===== config.mk =====
export PLATFORM = sky130hd
export DESIGN_NAME = vga_timing_gen
export DESIGN_NICKNAME = d
export VERILOG_FILES = /design/src/rtl/vga_timing_gen.sv
export SDC_FILE = /design/constraint.sdc
export NUM_CORES = 1
export LEC_CHECK = 0
export ABC_AREA = 0
export BUFFER_PORTS_ARGS = -buffer_cell sky130_fd_sc_hd__buf_2
export CORE_ASPECT_RATIO = 1.4
export CORE_MARGIN = 2
export CORE_UTILIZATION = 45
export DETAILED_ROUTE_END_ITERATION = 8
export PLACE_DENSITY = 0.68
export RECOVER_POWER = 100
export SLEW_MARGIN = 20
export SYNTH_ARGS = -nofsm -noshare
export SYNTH_HDL_FRONTEND = slang
export SYNTH_SLANG_ARGS = --single-unit

===== constraint.sdc =====
create_clock -name vga_clk -period 5.2 [get_ports vga_clk]
set_clock_uncertainty 0.2 [all_clocks]
set_input_delay 1.04 -clock vga_clk [delete_from_list [all_inputs] [get_ports vga_clk]]
set_output_delay 1.04 -clock vga_clk [all_outputs]
set_load 0.02 [all_outputs]

===== src/rtl/vga_timing_gen.sv =====
// vga_timing_gen: raster scan generator for the pixel renderers.
// Produces the pixel counters (DrawX/DrawY) and the display enable (blank).
// blank=1 means the pixel is visible. blank, line_start and frame_start are
// decoded from the counters with zero latency. hs, vs and blank_d are delayed
// by PIPE_DELAY clocks so they line up with the registered RGB.
// Optional build macro VGA_FRAME_COUNT_EN adds a 16-bit frame_count output.
module vga_timing_gen #(
  parameter int H_VISIBLE   = 640,
  parameter int H_FRONT     = 16,
  parameter int H_SYNC      = 96,
  parameter int H_BACK      = 48,
  parameter int V_VISIBLE   = 480,
  parameter int V_FRONT     = 10,
  parameter int V_SYNC      = 2,
  parameter int V_BACK      = 33,
  parameter bit SYNC_ACTIVE = 1'b0,
  parameter int PIPE_DELAY  = 2
) (
  input  logic       vga_clk,
  input  logic       reset_n,
  output logic [9:0] DrawX,
  output logic [9:0] DrawY,
  output logic       blank,
  output logic       blank_d,
  output logic       hs,
  output logic       vs,
  output logic       line_start,
  output logic       frame_start
`ifdef VGA_FRAME_COUNT_EN
  ,
  output logic [15:0] frame_count
`endif
);

  localparam int H_TOTAL = H_VISIBLE + H_FRONT + H_SYNC + H_BACK;
  localparam int V_TOTAL = V_VISIBLE + V_FRONT + V_SYNC + V_BACK;

  if (H_TOTAL > 1024 || V_TOTAL > 1024 || PIPE_DELAY < 0 || PIPE_DELAY > 7) begin : g_param_check
    $error("vga_timing_gen: H_TOTAL/V_TOTAL must be <= 1024 and PIPE_DELAY in 0..7");
  end

  localparam logic [9:0] H_LAST   = 10'(H_TOTAL - 1);
  localparam logic [9:0] V_LAST   = 10'(V_TOTAL - 1);
  localparam logic [9:0] H_VIS    = 10'(H_VISIBLE);
  localparam logic [9:0] V_VIS    = 10'(V_VISIBLE);
  localparam logic [9:0] HS_FIRST = 10'(H_VISIBLE + H_FRONT);
  localparam logic [9:0] HS_LAST  = 10'(H_VISIBLE + H_FRONT + H_SYNC - 1);
  localparam logic [9:0] VS_FIRST = 10'(V_VISIBLE + V_FRONT);
  localparam logic [9:0] VS_LAST  = 10'(V_VISIBLE + V_FRONT + V_SYNC - 1);

  // Pipeline contents are {hs, vs, blank}; reset leaves syncs idle and the DAC blanked.
  localparam logic [2:0] PIPE_RST = {~SYNC_ACTIVE, ~SYNC_ACTIVE, 1'b0};

  logic [9:0] hc;
  logic [9:0] vc;
  logic       h_wrap;
  logic       v_wrap;
  logic       hs_raw;
  logic       vs_raw;
  logic [2:0] raw;
  logic [2:0] dly;

  assign h_wrap = (hc == H_LAST);
  assign v_wrap = (vc == V_LAST);

  // Horizontal counter runs every clock; vertical advances on each horizontal wrap.
  always_ff @(posedge vga_clk or negedge reset_n) begin
    if (!reset_n) begin
      hc <= '0;
      vc <= '0;
    end else if (h_wrap) begin
      hc <= '0;
      vc <= v_wrap ? '0 : vc + 10'd1;
    end else begin
      hc <= hc + 10'd1;
    end
  end

  assign DrawX       = hc;
  assign DrawY       = vc;
  assign blank       = (hc < H_VIS) && (vc < V_VIS);
  assign line_start  = (hc == '0);
  assign frame_start = (hc == '0) && (vc == '0);

  assign hs_raw = ((hc >= HS_FIRST) && (hc <= HS_LAST)) ? SYNC_ACTIVE : ~SYNC_ACTIVE;
  assign vs_raw = ((vc >= VS_FIRST) && (vc <= VS_LAST)) ? SYNC_ACTIVE : ~SYNC_ACTIVE;
  assign raw    = {hs_raw, vs_raw, blank};

  if (PIPE_DELAY == 0) begin : g_no_pipe
    assign dly = raw;
  end else begin : g_pipe
    logic [2:0] stage [PIPE_DELAY];

    // Shift register matching the renderer ROM + output flop latency.
    always_ff @(posedge vga_clk or negedge reset_n) begin
      if (!reset_n) begin
        for (int i = 0; i < PIPE_DELAY; i++) stage[i] <= PIPE_RST;
      end else begin
        stage[0] <= raw;
        for (int i = 1; i < PIPE_DELAY; i++) stage[i] <= stage[i-1];
      end
    end

    assign dly = stage[PIPE_DELAY-1];
  end

  assign {hs, vs, blank_d} = dly;

`ifdef VGA_FRAME_COUNT_EN
  // Counts completed frames; steps on the edge where both counters wrap to 0.
  always_ff @(posedge vga_clk or negedge reset_n) begin
    if (!reset_n)               frame_count <= '0;
    else if (h_wrap && v_wrap)  frame_count <= frame_count + 16'd1;
  end
`endif

endmodule


== Yosys cells after proc, flatten, opt, wreduce, memory -nomap -nowiden ==
Cells that the tools add are included.

* Register bits: 26
* Bits in latches: 0
* Bits in writable memories: 0
* Bits in read-only memories: 0
* Input port bits: 2
* Output and inout port bits: 26
* Word-level logic and storage cells: 24
* Memories: 0

* Add/subtract/negate cells: 2
* Multipliers: 0
* Div/mod/pow operators: 0
* Magnitude comparators: 6
* Eq/ne operators: 2
* Shift-type cells: 0
* Muxes and demuxes: 4
* Bitwise operators: 0
* Reductions and logical operators: 6

{| class="wikitable"
|+ Operators by type and width
! kind !! number
|-
| 10-bit by 1-bit adder with 10-bit output (second input constant) || 2
|-
| 10-bit equality test (second input constant) || 2
|-
| 10-bit zero test || 2
|-
| 10-bit two-way mux || 2
|-
| 10-bit greater-or-equal comparator (second input constant) || 1
|-
| 10-bit by 9-bit greater-or-equal comparator with 1-bit output (second input constant) || 1
|-
| 10-bit less-or-equal comparator (second input constant) || 1
|-
| 10-bit by 9-bit less-or-equal comparator with 1-bit output (second input constant) || 1
|-
| 10-bit less-than comparator (second input constant) || 1
|-
| 10-bit by 9-bit less-than comparator with 1-bit output (second input constant) || 1
|-
| 1-bit logical AND || 4
|-
| 1-bit two-way mux || 2
|}

== Longest topological paths before layout ==
Gate-level depths: netlist of the first run.

* Word-level depth: 3
* Mapped depth: 6
* Gate-level depth less buffers: 6

== Worst setup path after synthesis of the first run ==
Ideal clock, no wire load.

* Path kind: register to output
* From: reg hc[4], in the netlist DrawX[4]
* To: out frame_start
* Data arrival time: 2047 ps
* Required time: 3960 ps
* Slack: 1913 ps
* Stages on the path, launching flop included: 6
* Path buffers: 1
* Cell sequence: dfrtp_1 -> buf_2 -> nor4_1 -> nand3b_1 -> nor4_1 -> and3_1

* Word-level cells in the longest chain between the ends: 2

{| class="wikitable"
|+ RTL lines
! item !! RTL line !! source
|-
| start, declared || 54 || <nowiki>logic [9:0] hc;</nowiki>
|-
| start signal, assigned || 75 || <nowiki>hc <= hc + 10'd1;</nowiki>
|-
| 10-bit zero test || - ||
|-
| net line_start || 27 || <nowiki>output logic line_start,</nowiki>
|-
| 1-bit logical AND || 83 || <nowiki>assign frame_start = (hc == '0) && (vc == '0);</nowiki>
|-
| end, declared || 28 || <nowiki>output logic frame_start</nowiki>
|}

The timed path passes the listed nets, and every way through them passes these cells.

== Worst setup path in the final report of the first run ==
* From: reg hc[4], in the netlist DrawX[4]
* To: out frame_start

* Word-level cells in the longest chain between the ends: 2

{| class="wikitable"
|+ RTL lines
! item !! RTL line
|-
| 10-bit zero test || 83
|-
| 1-bit logical AND || 83
|}

No other way between the ends.

==> results of run 1 <==
-- cell families after synthesis --
kind of cell             count (synthesis)  share of synthesized area (%)
multiplexers                             1                          0.760
buffers and inverters                   13                           5.13
adder cells (fa/ha/maj)                  4                           3.80
flip-flops                              26                           49.8
XOR/XNOR                                 8                           5.32
AO/OA/AOI/OAI                           19                           8.65
AND/OR/NAND/NOR                         55                           26.5
-- worst max-delay path: stages, from the launching register on --
cell,delay (ps)
dfrtp_1,490
nor4_1,320
nand3b_1,110
nor4_1,310
and3_1,230
clkbuf_1,230
-- cell type report --
type,count,area (um^2)
sequential,26,656
inverter,7,26.3
multi-input combinational,87,578
timing repair buffer,27,101
tap,37,46.3
clock buffer,4,55.1
fill,301,1360
-- report_power, final --
group / total, W / leakage, nW / internal (W) / switching (W)
logic: 0.00000380 / 0.270 / 0.000000137 / 0.00000367
registers: 0.000202 / 0.325 / 0.000202 / 0
clock network: 0.000129 / 0.0288 / 0.0000675 / 0.0000614
total: 0.000335 / 0.623 / 0.000270 / 0.0000651
-- sequential cells by signal, indices dropped and copies added, names as in the netlist --
signal and flops:
DrawX 10, DrawY 10, dly 3, g_pipe.stage 3
-- layer usage --
layer | global-route usage [%] | routed length (um) | vias up
met4 | 5.21 | 25 | 0
met1 | 21.9 | 1220 | 496
met3 | 1.97 | 75 | 2
li1 | - | - | 504
met5 | 0 | 0 | -
met2 | 29.8 | 1340 | 21
-- synthesized netlist by cell type --
master     n  area share (%)
nor4b_1    1            0.67
inv_1      7             2.0
or3b_1     1            0.67
o21a_1     1            0.57
and3_2     3             1.7
nand3b_1   2             1.1
buf_6      2             1.7
nor4_1     3             1.4
and4_1     2             1.3
and2_1     4             1.9
dfrtp_1   22              42
buf_2      3             1.1
nand4_1    7             3.3
xor2_1     5             3.3
nor3_4     1             1.2
nand2_1    5             1.4
dfstp_2    4             8.0
ha_1       4             3.8
nor3_1     6             2.3
mux2i_1    1            0.76
o21ai_0    7             2.7
a41oi_1    1            0.67
o31ai_1    3             1.7
a21oi_1    5             1.9
a21o_1     2             1.1
nor2_1     5             1.4
or3_1      1            0.48
xnor2_1    3             2.0
nand4_4    1             1.6
or4_1      2             1.1
nand3_1    9             3.4
and3_1     1            0.48
clkbuf_1   1            0.28
and4_4     1            0.86
-- stage by stage --
stage | util [%] | power, W
3_5_place_dp | 51.6 | 0.000210
5_1_grt | 51.9 | 0.000349
2_1_floorplan | - | 0.000206
6_report | 51.9 | 0.000335
4_1_cts | 53.6 | 0.000340
3_3_place_gp | 51.6 | 0.000210
-- path summary, 6_finish.rpt --
kind / to
hold / removal: dly[2]
hold reg to reg: dly[2]
setup reg to reg: DrawY[9]
max in group asynchronous: DrawY[4]
setup / recovery: frame_start
min in group asynchronous: DrawX[6]
==> impl_metrics.py, run 1 <==
metrics = {
    "status": {
        "status": "finished clean",
    },
    "critical_path": {
        "startpoint_type": "flop",
        "path_class": "reg2out",
        "arrival_ps": 1960,
        "end_kind": "output port",
        "ff2ff_setup_slack_ps": 2930,
        "ff2ff_path_depth": 4,
        "cp_max_fo": 10,
        "worstReg2RegStart": "DrawX[5]",
        "critPathLaunch": "DrawX[4]",
        "required_ps": 3960,
    },
    "final_layout": {
        "final_cell_mix": "27 x clkbuf_1, 22 x dfrtp_1, 9 x nand3_1",
        "final_nets": 158,
        "antennaDiodeCount": 0,
        "finalNonFillerCells": 188,
        "layout_commonest_cell": "clkbuf_1",
        "syn_to_final_growth_pct": 11.1,
        "stdcell_area_um2": 1460,
        "drive_gt1_share_pct": 7.28,
    },
    "drt": {
        "postRouteAntennaNets": 0,
        "routed_wl_mm": 2.66,
        "drc_errors": 0,
        "vias": 1023,
        "wire_per_inst_um": 14.2,
        "vias_per_cell": 5.44,
        "dr.pass1.iters": 4,
        "dr.first_iter.drc_count": 29,
    },
    "die": {
        "die_x_um": 49.7,
        "initial_core_util_pct": 46.7,
        "dieArea_um2": 3380,
        "core_um2": 2820,
        "fp.dieH_um": 68.0,
        "ioPinCount": 28,
        "core.rowCount": 23,
    },
    "run": {
        "maxCapViolCount": 0,
    },
    "cts": {
        "cts.sinks": 26,
        "cts-buffers-inserted": 3,
        "cts_tree": "yes",
        "cts_hold_buf": 0,
        "cts-root-buf": "clkbuf_8",
        "clk_latency_ps": 260,
        "ctsResizeCount": 0,
        "postCtsSetupBuffers": 0,
        "clk_pin_slew_ps": 90,
        "ctsHtreeMaxLevel": 1,
        "cts.path.max_buffers": 2,
    },
    "yosys": {
        "yosysSeqAreaShare_pct": 49.8,
        "synth_warnings": 0,
        "synth_cell_types": 34,
        "syn-cell-area_um2": 1320,
        "postSynthCellCount": 126,
        "synth.avg_cell_area_um2": 10.4,
        "synth-seq-cells": 26,
        "syn_nets": 132,
    },
    "place": {
        "placedCellCount": 184,
        "place_congestion": 0.812,
        "pre_cts_ws_ps": 2340,
        "portBuffers": 27,
        "place_area_um2": 1460,
        "place_hpwl_mm": 1.99,
    },
    "timing": {
        "relSlewSlack_pct": 10.3,
        "fin_tns_setup_ps": 0,
        "setup-violations-final": 0,
        "final_hold_viol_count": 0,
        "setup_slack_ps": 2000,
        "holdWs_ps": 160,
        "max_freq_ghz": 0.313,
        "drv_slew": 0,
        "finalCritPeriodShare_pct": 61.5,
        "rsz0062_at_grt": "no",
        "fin_crit_ps": 3200,
        "tightestPinTransition_ps": 1350,
    },
    "global_route": {
        "grt_pass1_wl_mm": 4.43,
        "grt_max_degree": 27,
        "grt-ovfl-total": 0,
        "grt_pass1_vias": 951,
        "grt_use_total_pct": 16.9,
        "grt_antenna_before_repair": 0,
    },
    "hold_path": {
        "hold_path_class": "reg2reg",
        "hold_depth": 0,
        "min_from": "g_pipe.stage[5]",
    },
    "power": {
        "power_leakage_nw": 0.623,
        "powerDensity_nw_per_um2": 229,
        "ir_drop_v": 0.000128,
    },
}
(Power assumes the default switching activity.)
==> inputs of run 2 (changes only) <==
--- a/config.mk
+++ b/config.mk
@@ -11,7 +11,7 @@
 export CORE_MARGIN = 2
 export CORE_UTILIZATION = 45
 export DETAILED_ROUTE_END_ITERATION = 8
-export PLACE_DENSITY = 0.68
+export PLACE_DENSITY = 0.7
 export RECOVER_POWER = 100
 export SLEW_MARGIN = 20
 export SYNTH_ARGS = -nofsm -noshare
==> constraint.sdc (replaced) <==
create_clock -name vga_clk -period 2.59 [get_ports vga_clk]
set_clock_uncertainty 0.2 [all_clocks]
set_input_delay 0.518 -clock vga_clk [delete_from_list [all_inputs] [get_ports vga_clk]]
set_output_delay 0.518 -clock vga_clk [all_outputs]
set_load 0.02 [all_outputs]
==> run 2 against run 1 <==
Compared with the run above:
- wire length is 0.98% higher
- register-to-register slack worse by 2700 ps
- final cell count is 0.53% higher
- die area unchanged
- critical path depth rose by 1
- combinational power up 100%
- flip-flop and latch count did not move
- largest power group unchanged
- sequential share of layout area fell by 1.1 points
- first-iteration DRC count down 6.9%
- via count rose by 1.9%
==> impl_metrics.py, run 2 (same netlist as run 1, synthesis figures left out) <==
metrics = {
    "die": {
        "die_x_um": 49.7,
        "dieArea_um2": 3380,
        "core_um2": 2820,
        "initial_core_util_pct": 46.7,
        "fp.dieH_um": 68.0,
        "ioPinCount": 28,
        "core.rowCount": 23,
    },
    "cts": {
        "cts_tree": "yes",
        "cts_hold_buf": 0,
        "cts-buffers-inserted": 3,
        "cts.sinks": 26,
        "clk_latency_ps": 270,
        "cts.path.max_buffers": 2,
        "ctsHtreeMaxLevel": 1,
        "clk_pin_slew_ps": 90,
        "cts-root-buf": "clkbuf_8",
    },
    "timing": {
        "drv_slew": 0,
        "tightestPinTransition_ps": 1340,
        "setup-violations-final": 0,
        "finalCritPeriodShare_pct": 96.2,
        "max_freq_ghz": 0.401,
        "rsz0062_at_grt": "no",
        "final_hold_viol_count": 0,
        "relSlewSlack_pct": 10.8,
        "setup_slack_ps": 99.0,
        "fin_crit_ps": 2490,
        "fin_tns_setup_ps": 0,
    },
    "status": {
        "status": "finished clean",
    },
    "hold_path": {
        "hold_path_class": "reg2reg",
    },
    "drt": {
        "postRouteAntennaNets": 0,
        "vias_per_cell": 5.51,
        "routed_wl_mm": 2.69,
        "vias": 1042,
        "dr.pass1.iters": 4,
        "drc_errors": 0,
        "wire_per_inst_um": 14.2,
        "dr.first_iter.drc_count": 27,
    },
    "global_route": {
        "grt_use_total_pct": 17.9,
        "grt_max_degree": 27,
        "grt_antenna_before_repair": 0,
        "grt_pass1_wl_mm": 4.49,
        "grt-ovfl-total": 0,
        "grt_pass1_vias": 953,
    },
    "place": {
        "portBuffers": 27,
        "pre_cts_ws_ps": 348,
        "place_hpwl_mm": 1.94,
        "place_congestion": 0.803,
        "placedCellCount": 184,
    },
    "final_layout": {
        "multi_input_area_um2": 599,
        "n_fill_cell": 280,
        "syn_to_final_growth_pct": 14.4,
        "finalNonFillerCells": 189,
        "ff_latch_area_um2": 658,
        "layout_commonest_cell": "clkbuf_1",
        "final_nets": 159,
        "final_cell_mix": "23 x clkbuf_1, 20 x dfrtp_1, 9 x nand3_1",
        "antennaDiodeCount": 0,
        "drive_gt1_share_pct": 15.8,
    },
    "power": {
        "powerDensity_nw_per_um2": 450,
        "power_leakage_nw": 0.642,
        "ir_drop_v": 0.000300,
    },
    "critical_path": {
        "startpoint_type": "flop",
        "required_ps": 1870,
        "cp_max_fo": 5,
        "end_kind": "output port",
        "ff2ff_setup_slack_ps": 260,
        "arrival_ps": 1770,
        "path_class": "reg2out",
    },
    "run": {
        "maxCapViolCount": 0,
    },
}
[run 2: cell types whose count changed in the layout (fill, tap and decap cells not counted), sizes merged]
cell	previous run	this run
clkbuf	31	27
buf	0	5
[run 2: path summary, 6_finish.rpt]
kind                       depth (start not counted)             from           to
setup / recovery                                   6         DrawY[0]  frame_start
hold / removal                                     0  g_pipe.stage[3]       dly[0]
setup reg to reg                                   4         DrawX[5]     DrawY[9]
hold reg to reg                                    0  g_pipe.stage[3]       dly[0]
max in group asynchronous                          1          reset_n     DrawY[1]
min in group asynchronous                          1          reset_n     DrawX[2]
[run 2: timing repair]
item                       4_1_cts  5_1_grt
pin swaps                        0        1
buffers inserted                 0        1
gates resized for setup          1        9
setup endpoints to repair        1        1
[run 2: cell type report]
cell class | instances | share of cell area (%)
Inverter | 7 | 1.75
Timing Repair Buffer | 28 | 7.98
Tap cell | 37 | 3.08
Clock buffer | 4 | 3.66
Multi-Input combinational cell | 87 | 39.8
Sequential cell | 26 | 43.7
[run 2: metrics by stage]
stage,util [%],power [W],instance area (um^2),hold slack (ps)
after floorplan,-,0.000414,1320,22.4
after global placement,51.9,0.000422,1460,137
after detailed placement,51.9,0.000422,1460,136
after CTS,54.0,0.000687,1520,42.5
after global routing,53.4,0.000701,1510,162
final,53.4,0.000678,1510,152
[run 2: per-layer routing]
layer | vias up | share of wire, % | global-route usage, %
met4 | 0 | 1.9 | 9.03
met5 | - | 0 | 0
met1 | 513 | 45 | 22.6
li1 | 502 | - | -
met2 | 22 | 50 | 29.5
met3 | 5 | 3.2 | 3.28
[run 2: critical path, stage by stage (launching register included)]
cell and delay [ps]:
dfrtp_1 440, inv_2 90, ha_1 130, or3b_4 370
nor4_2 130, and3_1 220, buf_6 120
[run 2: where the power goes]
| group | total, W | internal, W | switching, W |
|---|---|---|---|
| combinational | 0.00000760 | 0.000000276 | 0.00000732 |
| sequential | 0.000406 | 0.000406 | 0 |
| clock | 0.000264 | 0.000136 | 0.000128 |
==> inputs of run 3 (changes only) <==
--- a/config.mk
+++ b/config.mk
@@ -7,13 +7,12 @@
 export LEC_CHECK = 0
 export ABC_AREA = 0
 export BUFFER_PORTS_ARGS = -buffer_cell sky130_fd_sc_hd__buf_2
-export CORE_ASPECT_RATIO = 1.4
 export CORE_MARGIN = 2
 export CORE_UTILIZATION = 45
 export DETAILED_ROUTE_END_ITERATION = 8
 export PLACE_DENSITY = 0.7
 export RECOVER_POWER = 100
-export SLEW_MARGIN = 20
+export SLEW_MARGIN = 40
 export SYNTH_ARGS = -nofsm -noshare
 export SYNTH_HDL_FRONTEND = slang
 export SYNTH_SLANG_ARGS = --single-unit
==> constraint.sdc (replaced) <==
create_clock -name vga_clk -period 2.59 [get_ports vga_clk]
set_clock_uncertainty 0.2 [all_clocks]
set_input_delay 0 -clock vga_clk [delete_from_list [all_inputs] [get_ports vga_clk]]
set_output_delay 0 -clock vga_clk [all_outputs]
set_load 0.02 [all_outputs]
==> run 3 against run 2 <==
Compared with the run above:
- global-route usage down 0.067 points
- first-iteration DRC count decreased by 15%
- flip-flop and latch count unchanged
- clock power decreased by 22%
- maximum frequency increased by 8.0%
- combinational power is 17% higher
- sequential share of layout area rose by 1.6 points
- critical path depth is 1 lower
- core utilization decreased by 0.92 points
- worst hold slack improved by 15 ps
- die area decreased by 0.17%
- final cell count decreased by 3.2%
- highest routed layer unchanged
==> impl_metrics.py, run 3 (same netlist as run 1, synthesis figures left out) <==
metrics = {
    "power": {
        "ir_drop_v": 0.000236,
        "power_leakage_nw": 0.619,
        "powerDensity_nw_per_um2": 430,
    },
    "drt": {
        "wl_met3_um": 82,
        "wl_met2_mm": 1.27,
        "wire_per_inst_um": 15.0,
        "dr.pass1.iters": 4,
        "top_layer_used": "met4",
        "drc_errors": 0,
        "wl_met1_mm": 1.35,
        "vias_per_cell": 5.55,
        "postRouteAntennaNets": 0,
        "vias": 1015,
        "routed_wl_mm": 2.74,
        "dr.first_iter.drc_count": 23,
    },
    "cts": {
        "clk_latency_ps": 320,
        "ctsHtreeMaxLevel": 1,
        "cts-buffers-inserted": 3,
        "postCtsSetupBuffers": 0,
        "cts_tree": "yes",
        "clk_pin_slew_ps": 140,
        "cts.sinks": 26,
        "cts.path.max_buffers": 2,
        "cts_hold_buf": 1,
        "cts-root-buf": "clkbuf_4",
        "ctsResizeCount": 0,
    },
    "global_route": {
        "grt_pass1_wl_mm": 4.62,
        "grt_pass1_vias": 978,
        "grt_max_degree": 27,
        "grt_use_total_pct": 17.8,
        "grt_antenna_before_repair": 0,
        "grt-ovfl-total": 0,
    },
    "critical_path": {
        "path_delay_family": "simple AND/OR/NAND/NOR gates",
        "cp_max_fo": 10,
        "ff2ff_path_depth": 4,
        "slowest_stage": "dfrtp_1",
        "critPathMaxStageDelay_ps": 530,
        "path_buf_inv": 1,
        "worstPathCellList": "nor4_1 -> nand3b_1 -> nor4_1 -> and3_1 -> clkbuf_1",
        "startpoint_type": "flop",
        "crit_cells": 5,
        "path_class": "reg2out",
        "end_kind": "output port",
        "required_ps": 2390,
        "arrival_ps": 2110,
        "cpMostUsedCell": "nor4_1",
    },
    "final_layout": {
        "final_nets": 159,
        "antennaDiodeCount": 0,
        "stdcell_area_um2": 1450,
        "syn_to_final_growth_pct": 9.89,
        "drive_gt1_share_pct": 7.24,
        "final_cell_mix": "27 x clkbuf_1, 22 x dfrtp_1, 9 x nand3_1",
        "layout_commonest_cell": "clkbuf_1",
    },
    "die": {
        "core.rowCount": 19,
        "core_um2": 2760,
        "fp.dieH_um": 58.1,
        "ioPinCount": 28,
        "dieArea_um2": 3370,
        "die_x_um": 58.1,
        "initial_core_util_pct": 47.7,
    },
    "timing": {
        "finalCritPeriodShare_pct": 89.1,
        "tightestPinTransition_ps": 1370,
        "max_freq_ghz": 0.433,
        "fin_crit_ps": 2310,
        "drv_slew": 0,
        "final_hold_viol_count": 0,
        "fin_tns_setup_ps": 0,
        "rsz0062_at_grt": "no",
        "holdWs_ps": 167,
        "setup-violations-final": 0,
        "relSlewSlack_pct": 8.60,
    },
    "hold_path": {
        "hold_path_class": "reg2reg",
        "hold_depth": 0,
    },
    "status": {
        "status": "finished clean",
    },
    "place": {
        "place_congestion": 0.876,
        "portBuffers": 27,
        "place_hpwl_mm": 1.97,
        "place_area_um2": 1450,
    },
    "run": {
        "maxCapViolCount": 0,
    },
}
==> run 3: cell count changes in the layout (fill, tap and decap cells not counted), moves of 3 or more <==
cell      before  now
nor4_2         3    0
buf_2          3    0
clkbuf_4       0    3
clkbuf_1      23   27
clkbuf_8       4    1
nor4_1         0    3
==> run 3: cell type report <==
type | instances | area, um^2
fill | 275 | 1310
sequential | 26 | 656
multi-input combinational | 87 | 578
timing repair buffer | 28 | 111
tap | 31 | 38.8
clock buffer | 4 | 36.3
inverter | 7 | 26.3
==> run 3: through the flow <==
| stage | utilization [%] | cells | total power (W) | worst slack, ps |
|---|---|---|---|---|
| floorplan | - | 126 | 0.000414 | 343 |
| finish | 52.5 | 183 | 0.000621 | 283 |
| CTS | 54.2 | 183 | 0.000628 | 377 |
| global placement | 52.5 | 178 | 0.000422 | 677 |
| detailed placement | 52.5 | 178 | 0.000422 | 612 |
| global route | 52.5 | 183 | 0.000645 | 155 |
==> run 3: report_power, final <==
part           leakage, nW  internal (W)  switching [W]
Combinational        0.274    0.00000129     0.00000763
Clock               0.0210     0.0000859       0.000120
Sequential           0.325      0.000406              0
Total                0.619      0.000494       0.000128
==> run 3: worst paths after layout <==
check,start,end,slack (ps)
min reg2reg,g_pipe.stage[5],dly[2],170
max reg2reg,DrawX[5],DrawY[9],290
max in group asynchronous,reset_n,DrawY[6],1090
min in group asynchronous,reset_n,DrawX[2],310
max,DrawX[4],frame_start,280
min,g_pipe.stage[5],dly[2],170
==> run 3: worst register-to-register path, stage by stage, from the launching register on <==
cell     delay, ps
dfrtp_1        520
nor3_1         640
nand4_4        230
or4_1          510
a21oi_1        150
==> run 3: per-layer routing <==
metal,GRT usage (%),vias up
met1,25.9,483
met5,0,-
met2,26.6,22
li1,-,506
met4,6.31,0
met3,3.35,4
